## src/rtl/cfg_arb_pkg.sv

```systemverilog
// Shared types for the two-requester APB configuration arbiter.
package cfg_arb_pkg;

  localparam int APB_DATA_W = 32;
  localparam int CMD_ADDR_W = 32;

  typedef enum logic [1:0] {
    IDLE,
    SETUP,
    ACCESS,
    RESP
  } cfg_arb_state_e;

  typedef struct packed {
    logic                  write;
    logic [CMD_ADDR_W-1:0] addr;
    logic [APB_DATA_W-1:0] wdata;
  } cfg_arb_cmd_t;

endpackage

```

## src/rtl/cfg_apb_arbiter.sv

```systemverilog
// Round-robin share of one APB config port between host path and sequencer,
// one transfer in flight, with bus-hang timeout and error reply.
module cfg_apb_arbiter
  import cfg_arb_pkg::*;
#(
  parameter int ADDR_W      = 24,
  parameter int TIMEOUT_CYC = 256
) (
  input  logic                       clk,
  input  logic                       rstn,
  input  logic [1:0]                 req_valid,
  output logic [1:0]                 req_ready,
  input  logic [1:0]                 req_write,
  input  logic [1:0][ADDR_W-1:0]     req_addr,
  input  logic [1:0][APB_DATA_W-1:0] req_wdata,
  output logic [1:0]                 rsp_valid,
  output logic [APB_DATA_W-1:0]      rsp_rdata,
  output logic                       rsp_err,
  output logic [ADDR_W-1:0]          apb_paddr,
  output logic                       apb_psel,
  output logic                       apb_penable,
  output logic                       apb_pwrite,
  output logic [APB_DATA_W-1:0]      apb_pwdata,
  output logic [3:0]                 apb_pwstrb,
  input  logic [APB_DATA_W-1:0]      apb_prdata,
  input  logic                       apb_pready,
  input  logic                       apb_pslverr,
  output logic [15:0]                timeout_count
);

  localparam int CNT_W = $clog2(TIMEOUT_CYC);
  localparam logic [CNT_W-1:0] TO_LAST = CNT_W'(TIMEOUT_CYC - 1);

  cfg_arb_state_e        r_state;
  cfg_arb_state_e        w_next;
  cfg_arb_cmd_t          r_cmd;
  logic                  r_gnt;
  logic                  r_last;
  logic [CNT_W-1:0]      r_tcnt;
  logic [APB_DATA_W-1:0] r_rdata;
  logic                  r_err;
  logic [15:0]           r_tocnt;

  logic w_any;
  logic w_gnt;
  logic w_done;
  logic w_tout;

  assign w_any  = |req_valid;
  // Tie goes to whoever did not win last; a lone requester always wins.
  assign w_gnt  = (&req_valid) ? ~r_last : req_valid[1];
  assign w_done = (r_state == ACCESS) && apb_pready;
  assign w_tout = (r_state == ACCESS) && !apb_pready
                  && (r_tcnt == TO_LAST);

  assign rsp_rdata     = r_rdata;
  assign rsp_err       = r_err;
  assign timeout_count = r_tocnt;

  always_comb begin
    w_next      = r_state;
    req_ready   = '0;
    rsp_valid   = '0;
    apb_psel    = 1'b0;
    apb_penable = 1'b0;
    apb_paddr   = '0;
    apb_pwrite  = 1'b0;
    apb_pwdata  = '0;
    apb_pwstrb  = '0;
    unique case (r_state)
      IDLE: begin
        if (w_any && rstn) begin
          req_ready[w_gnt] = 1'b1;
          w_next           = SETUP;
        end
      end
      SETUP, ACCESS: begin
        apb_psel    = 1'b1;
        apb_penable = (r_state == ACCESS);
        apb_paddr   = ADDR_W'(r_cmd.addr);
        apb_pwrite  = r_cmd.write;
        apb_pwdata  = r_cmd.wdata;
        apb_pwstrb  = r_cmd.write ? 4'hF : 4'h0;
        if (r_state == SETUP) begin
          w_next = ACCESS;
        end else if (w_done || w_tout) begin
          w_next = RESP;
        end
      end
      RESP: begin
        rsp_valid[r_gnt] = 1'b1;
        w_next           = IDLE;
      end
      default: w_next = IDLE;
    endcase
  end

  always_ff @(posedge clk) begin
    if (!rstn) begin
      r_state <= IDLE;
      r_cmd   <= '0;
      r_gnt   <= 1'b0;
      r_last  <= 1'b1;
      r_tcnt  <= '0;
      r_rdata <= '0;
      r_err   <= 1'b0;
      r_tocnt <= '0;
    end else begin
      r_state <= w_next;
      if (r_state == IDLE && w_any) begin
        r_cmd.write <= req_write[w_gnt];
        r_cmd.addr  <= CMD_ADDR_W'(req_addr[w_gnt]);
        r_cmd.wdata <= req_wdata[w_gnt];
        r_gnt       <= w_gnt;
        r_last      <= w_gnt;
        r_tcnt      <= '0;
      end
      if (r_state == ACCESS) begin
        r_tcnt <= r_tcnt + 1'b1;
      end
      if (w_done) begin
        r_rdata <= r_cmd.write ? '0 : apb_prdata;
        r_err   <= apb_pslverr;
      end else if (w_tout) begin
        r_rdata <= '0;
        r_err   <= 1'b1;
        if (r_tocnt != 16'hFFFF) begin
          r_tocnt <= r_tocnt + 16'd1;
        end
      end
    end
  end

endmodule
```

## config.mk

```make
export PLATFORM = sky130hd
export DESIGN_NAME = cfg_apb_arbiter
export DESIGN_NICKNAME = d
export VERILOG_FILES = /design/src/rtl/cfg_arb_pkg.sv /design/src/rtl/cfg_apb_arbiter.sv
export SDC_FILE = /design/constraint.sdc
export NUM_CORES = 1
export LEC_CHECK = 0
export CAP_MARGIN = 20
export CORE_MARGIN = 4
export CORE_UTILIZATION = 40
export CTS_BUF_LIST = sky130_fd_sc_hd__clkbuf_8
export DETAILED_ROUTE_END_ITERATION = 10
export MAX_ROUTING_LAYER = met4
export PLACE_DENSITY = 0.79
export SYNTH_ARGS = -nofsm -noshare
export SYNTH_HDL_FRONTEND = slang
export SYNTH_SLANG_ARGS = --single-unit
```

## constraint.sdc

```tcl
create_clock -name clk -period 5.75 [get_ports clk]
set_input_delay 1.15 -clock clk [delete_from_list [all_inputs] [get_ports clk]]
set_output_delay 1.15 -clock clk [all_outputs]
set_load 0.005 [all_outputs]
```

# Word-level counts from Yosys, hierarchy flattened
# Index checks and enable logic that the tools add are counted.
[word_totals] output_inout_bits=116 inputBits=152 ff_bits=118 wordCells=74
[classes] n_reduce_logical=17 mux=32 n_bitwise=2 n_lt_le_gt_ge=4 eq_ne=7 addsub=2
[op_table] op="32-bit 2-to-1 mux" count=6
[op_table] op="24-bit 2-to-1 mux" count=3
[op_table] op="16-bit by 1-bit adder with 16-bit output, second input constant" count=1
[op_table] op="8-bit 2-to-1 mux" count=2
[op_table] op="16-bit inequality test, second input constant" count=1
[op_table] op="2-bit 2-to-1 mux" count=6
[op_table] op="1-bit 2-to-1 mux" count=10
[op_table] op="8-bit by 1-bit adder with 8-bit output, second input constant" count=1
[op_table] op="8-bit == test, second input constant" count=1
[op_table] op="4-bit 2-to-1 mux" count=2
[op_table] op="1-bit logical AND" count=7
[op_table] op="2-bit one-hot mux with 3 select lines" count=1
[op_table] op="2-bit == test, second input constant" count=2
[op_table] op="1-bit by 2-bit less-than comparator with 1-bit output, second input constant" count=2
[op_table] op="2-bit AND reduction" count=2
[op_table] op="2-bit nonzero test" count=2
[op_table] op="2-bit OR reduction" count=2
[op_table] op="3-bit inequality test, second input constant" count=1
[op_table] op="3-bit AND reduction" count=1
[op_table] op="1-bit demux with 1-bit select" count=2
[op_table] op="2-bit by 1-bit == test with 1-bit output, second input constant" count=1
[op_table] op="1-bit >= comparator, second input constant" count=2
[op_table] op="2-bit zero test" count=1
[op_table] op="2-bit inequality test, second input constant" count=1
[op_table] op="other kinds (3)" count=4

# Depth between registers and ports, before layout
[depth] ltp_word=8 mapped_depth=10 mapped_depth_nobuf=7

# Worst setup path after synthesis
# No wires, ideal clock.
[synth_path] path_type="input to output" startpoint="input port req_valid[1]" endpoint="output port req_ready[0]" path_buffers=3 path_stages=5 path_slack_ps=2595 t_arrival_ps=2005 t_required_ps=4600 cell_sequence="a21boi_0 > clkbuf_1 > buf_4 > buf_2 > nor3_1"
[synth_via] elab_chain_cells=8 word_cells_on_any_way=11
[synth_lines] element="start: declaration" line_no="cfg_apb_arbiter.sv:11" rtl="input logic [1:0] req_valid,"
[synth_lines] element="2-bit AND reduction" line_no="cfg_apb_arbiter.sv:51" rtl="assign w_gnt = (&req_valid) ? ~r_last : req_valid[1];"
[synth_lines] element="1-bit 2-to-1 mux" line_no="cfg_apb_arbiter.sv:51"
[synth_lines] element="1-bit by 2-bit less-than comparator with 1-bit output (implied by the code) or 1-bit >= comparator (tied branches)" line_no="cfg_apb_arbiter.sv:73" rtl="req_ready[w_gnt] = 1'b1;"
[synth_lines] element="1-bit logical AND (implied by the code)" line_no="cfg_apb_arbiter.sv:73"
[synth_lines] element="1-bit 2-to-1 mux (implied by the code)" line_no="cfg_apb_arbiter.sv:73"
[synth_lines] element="1-bit demux with 1-bit select" line_no="cfg_apb_arbiter.sv:73"
[synth_lines] element="2-bit 2-to-1 mux *" line_no="cfg_apb_arbiter.sv:72" rtl="if (w_any && rstn) begin"
[synth_lines] element="2-bit 2-to-1 mux *" line_no="cfg_apb_arbiter.sv:70" rtl="unique case (r_state)"
[synth_lines] element="end: declaration" line_no="cfg_apb_arbiter.sv:12" rtl="output logic [1:0] req_ready,"
# Every way passes the cells marked *; elsewhere a longest branch is shown, timed or not.

# Worst setup path after layout
[layout_path] startpoint="input port rstn" endpoint="output port req_ready[0]"
[layout_via] elab_chain_cells=3
[layout_lines] element="start: declaration" line_no="cfg_apb_arbiter.sv:10" rtl="input logic rstn,"
[layout_lines] element="1-bit logical AND" line_no="cfg_apb_arbiter.sv:72"
[layout_lines] element="2-bit 2-to-1 mux" line_no="cfg_apb_arbiter.sv:72"
[layout_lines] element="2-bit 2-to-1 mux" line_no="cfg_apb_arbiter.sv:70"
# Every way passes these cells.

==> summary.md <==
| Metric | Value |
|---|---|
| Tmin final | `4.18 ns` |
| Die width | `125 um` |
| Final-report hold violation count | `0` |
| Yosys reg bits | `about 120` |
| Worst path top cell family by delay | `buffers and inverters` |
| TritonCTS Buffers | `17` |
| CP Cell Sequence | `clkdlybuf4s50_1 -> clkinv_2 -> nor3_1 -> clkdlybuf4s50_1` |
| CTS Sinks | `118` |
| Min-Delay Path Depth | `2` |
| Initial Utilization | `0.411` |
| Path depth of the worst reg2reg path | `7` |
| Post-synthesis cell count | `615` |
| Fin cells | `between 1000 and 1500` |
| CTS tree | `built` |
| Instance count on the critical path | `4` |
| Crit Path Category | `in -> out` |
| Area leader, netlist | `dfxtp_1` |
| Synth Warn # | `0` |
| Die Height | `approximately 130 um` |
| CP Launch Type | `input pin` |
| Routed vias/inst | `between 5 and 6` |
| DP Wirelength | `between 10000 and 15000 um` |
| CTS root buf | `clkbuf_8` |
| Slew Viols, Final | `0` |
| Synth area leaders | `dfxtp_1, mux2i_1, a211oi_1, nor2_1, and2_1` |
| Area Overhead vs Synth | `57.8%` |
| PostCTS Resize Cnt | `0` |
| Leak Pwr | `about 3.2 nW` |
| Critical path's slowest cell | `clkdlybuf4s50_1` |
| Hold Crit Start | `rsp_err$_SDFFE_PN0P_` |
| Vias in the first global route | `5431` |
| Layout Nets | `1014` |
| Crit share post-route | `0.726` |
| Prevailing post-synth register cell | `dfxtp_1` |
| Actual slew at the worst max-slew pin | `0.918 ns` |
| Critical Path Sink Type | `output pin` |
| Clock-pin slew on the worst setup and hold paths | `roughly 0.07 ns` |
| Outcome | `completed` |
| Pwr Total | `0.00282 W` |
| Avg Inst Size Synth | `8.92 um2` |
| Total number of vias | `5443` |
| Cell Area, Synth | `between 0.005 and 0.006 mm2` |
| Global-route wire length before repair | `around 27000 um` |
| Crit Path Max Fanout | `15` |
| Clk Latency, worst-skew pair | `roughly 0.42 ns` |
| Post-synthesis sequential area ratio | `0.431` |
| Diodes inserted | `0` |
| Hold-fix buffers, CTS | `0` |
| H-tree depth | `4` |
| Routability cong. | `just under 0.9` |
| Placed Cells | `1010` |
| Initial antenna violation count | `0` |
| Crit path top cell by count | `clkdlybuf4s50_1` |
| Placement Rows | `42` |
| Routed Antenna Nets | `0` |
| Async S/R FF share, synth | `0` |
| Hold Crit Endpoint | `rsp_err$_SDFFE_PN0P_` |
| Post-Synthesis Net Count | `just under 800` |
| Setup TNS Final | `0 ns` |
| RR Endpoint | `timeout_count[15]$_SDFFE_PN0P_` |
| Distinct cells, synth | `43` |
| Core Util, Final | `0.648` |
| Total Routing Usage GR | `0.212` |
| Yosys top cell area share | `0.431` |
| Core area | `0.0133 mm2` |
| Layout cells sized above 1 | `0.0553` |
| Max-slew headroom | `0.388` |
| Crit path buf inv count | `3` |
| Crit path DAT | `just over 3 ns` |
| FF-to-FF Start | `r_state[0]$_SDFFE_PN0P_` |
| Largest net degree at the start of global routing | `roughly 120` |
| Initial DRC count | `around 290` |
| Clk_skew | `0.0107 ns` |
| CTS Buffer Depth | `2` |
| Critical Path Max Stage Delay | `0.80 ns` |
| WP data required | `around 4.6 ns` |
| Postcts setup bufs | `0` |
| DR pass1 iterations | `8` |
| Worst hold-check path type | `reg -> reg` |
| GRT overflow | `0` |
| Pwr Density | `326 mW/mm2` |
| Die area | `roughly 0.016 mm2` |
| Avg WL per Cell | `around 16 um` |
| Routed wire length | `about 16000 um` |
| FMAX | `0.239 GHz` |
| Setup-failing EPs final | `0` |
| MaxCap Viol Count | `0` |
| Port bufs | `267` |
| RSZ-0062 raised after global routing | `no` |
| Reg2reg setup slack | `2.97 ns` |
| DRC errors left | `0` |
| Max VDD drop | `0.175 mV` |
| Ports | `~270` |
| Post-synth EDFFs | `0` |
-- worst max-delay path by stage --
stage                         end  slack, ns                    start
finish               req_ready[0]       1.57                     rstn
global route        apb_pwstrb[2]       1.31  r_state[1]$_SDFFE_PN0P_
CTS                 apb_pwstrb[1]       1.54  r_state[1]$_SDFFE_PN0P_
detailed placement   req_ready[0]       1.67                     rstn
global placement     req_ready[0]       1.71                     rstn
floorplan            req_ready[0]       2.59             req_valid[1]
-- routing by layer --
metal,track usage,up-vias,routed length (um)
li1,-,2649,-
met1,0.234,2517,6570
met2,0.351,244,8230
met3,0.0733,33,1280
met4,0.0823,0,419
met5,-,-,0
-- metrics by stage --
step                      instance area, um2  worst slack (ns)  hold WS, ns
after floorplan                         5490              2.59        0.441
after global placement                  8200              1.71        0.438
after detailed placement                8220              1.67        0.445
after CTS                               8600              1.54        0.455
after global routing                    8660              1.31        0.486
final                                   8660              1.57        0.455
-- final cells by class --
| type | instances | area, um2 |
|---|---|---|
| sequential | 118 | 2360 |
| fill | 1111 | 4690 |
| clock inverter | 14 | 136 |
| tap | 176 | 220 |
| clock buffer | 18 | 248 |
| inverter | 8 | 31.3 |
| timing repair buffer | 274 | 2770 |
| multi-input combinational | 436 | 2890 |
-- placed cells by master, fill, tap and decap left out, types with 12 or more instances in the layout --
cell	instances
clkdlybuf4s50_1	267
dfxtp_1	118
nor2_1	109
mux2i_1	63
and2_1	60
a211oi_1	58
a22oi_1	32
nand2_1	19
clkbuf_8	18
a21oi_1	12
-- sequential cells by signal (all words and copies together) (netlist names) --
register,count
rsp_rdata,32
r_state,2
r_gnt,1
rsp_err,1
r_last,1
r_cmd,57
timeout_count,16
r_tcnt,8
-- kinds of logic (layout without fill, tap and decap cells) --
logic type      count (synthesis)  count (layout)  share of synthesized area
simple gates                  234             234                      0.215
compound gates                122             122                      0.159
flops                         118             118                      0.431
mux                            63              63                      0.115
buf+inv                        61             314                     0.0486
xor+xnor                       10              10                     0.0160
fa+ha+maj                       7               7                     0.0160
-- where the power goes --
group,internal [W],leakage [nW],switching [W]
Combinational,0.000545,2.04,0.000496
Clock,0.000392,0.197,0.000335
Sequential,0.000974,0.967,0.0000806
Total,0.00191,3.21,0.000913
-- worst min-delay path, stage by stage (launching register included) --
cell     delay (ns)
dfxtp_1        0.31
inv_1          0.05
a21oi_1        0.05
-- cells in the mapped netlist (8+ instances only) --
library cell  count
dfxtp_1         118
nor2_1          110
mux2i_1          63
and2_1           60
a211oi_1         58
clkbuf_1         35
a22oi_1          32
nand2_1          19
a21oi_1          12
o21ai_0          10
buf_2             9
nand3_1           9
xnor2_1           9
inv_1             8
(Power assumes the default switching activity.)
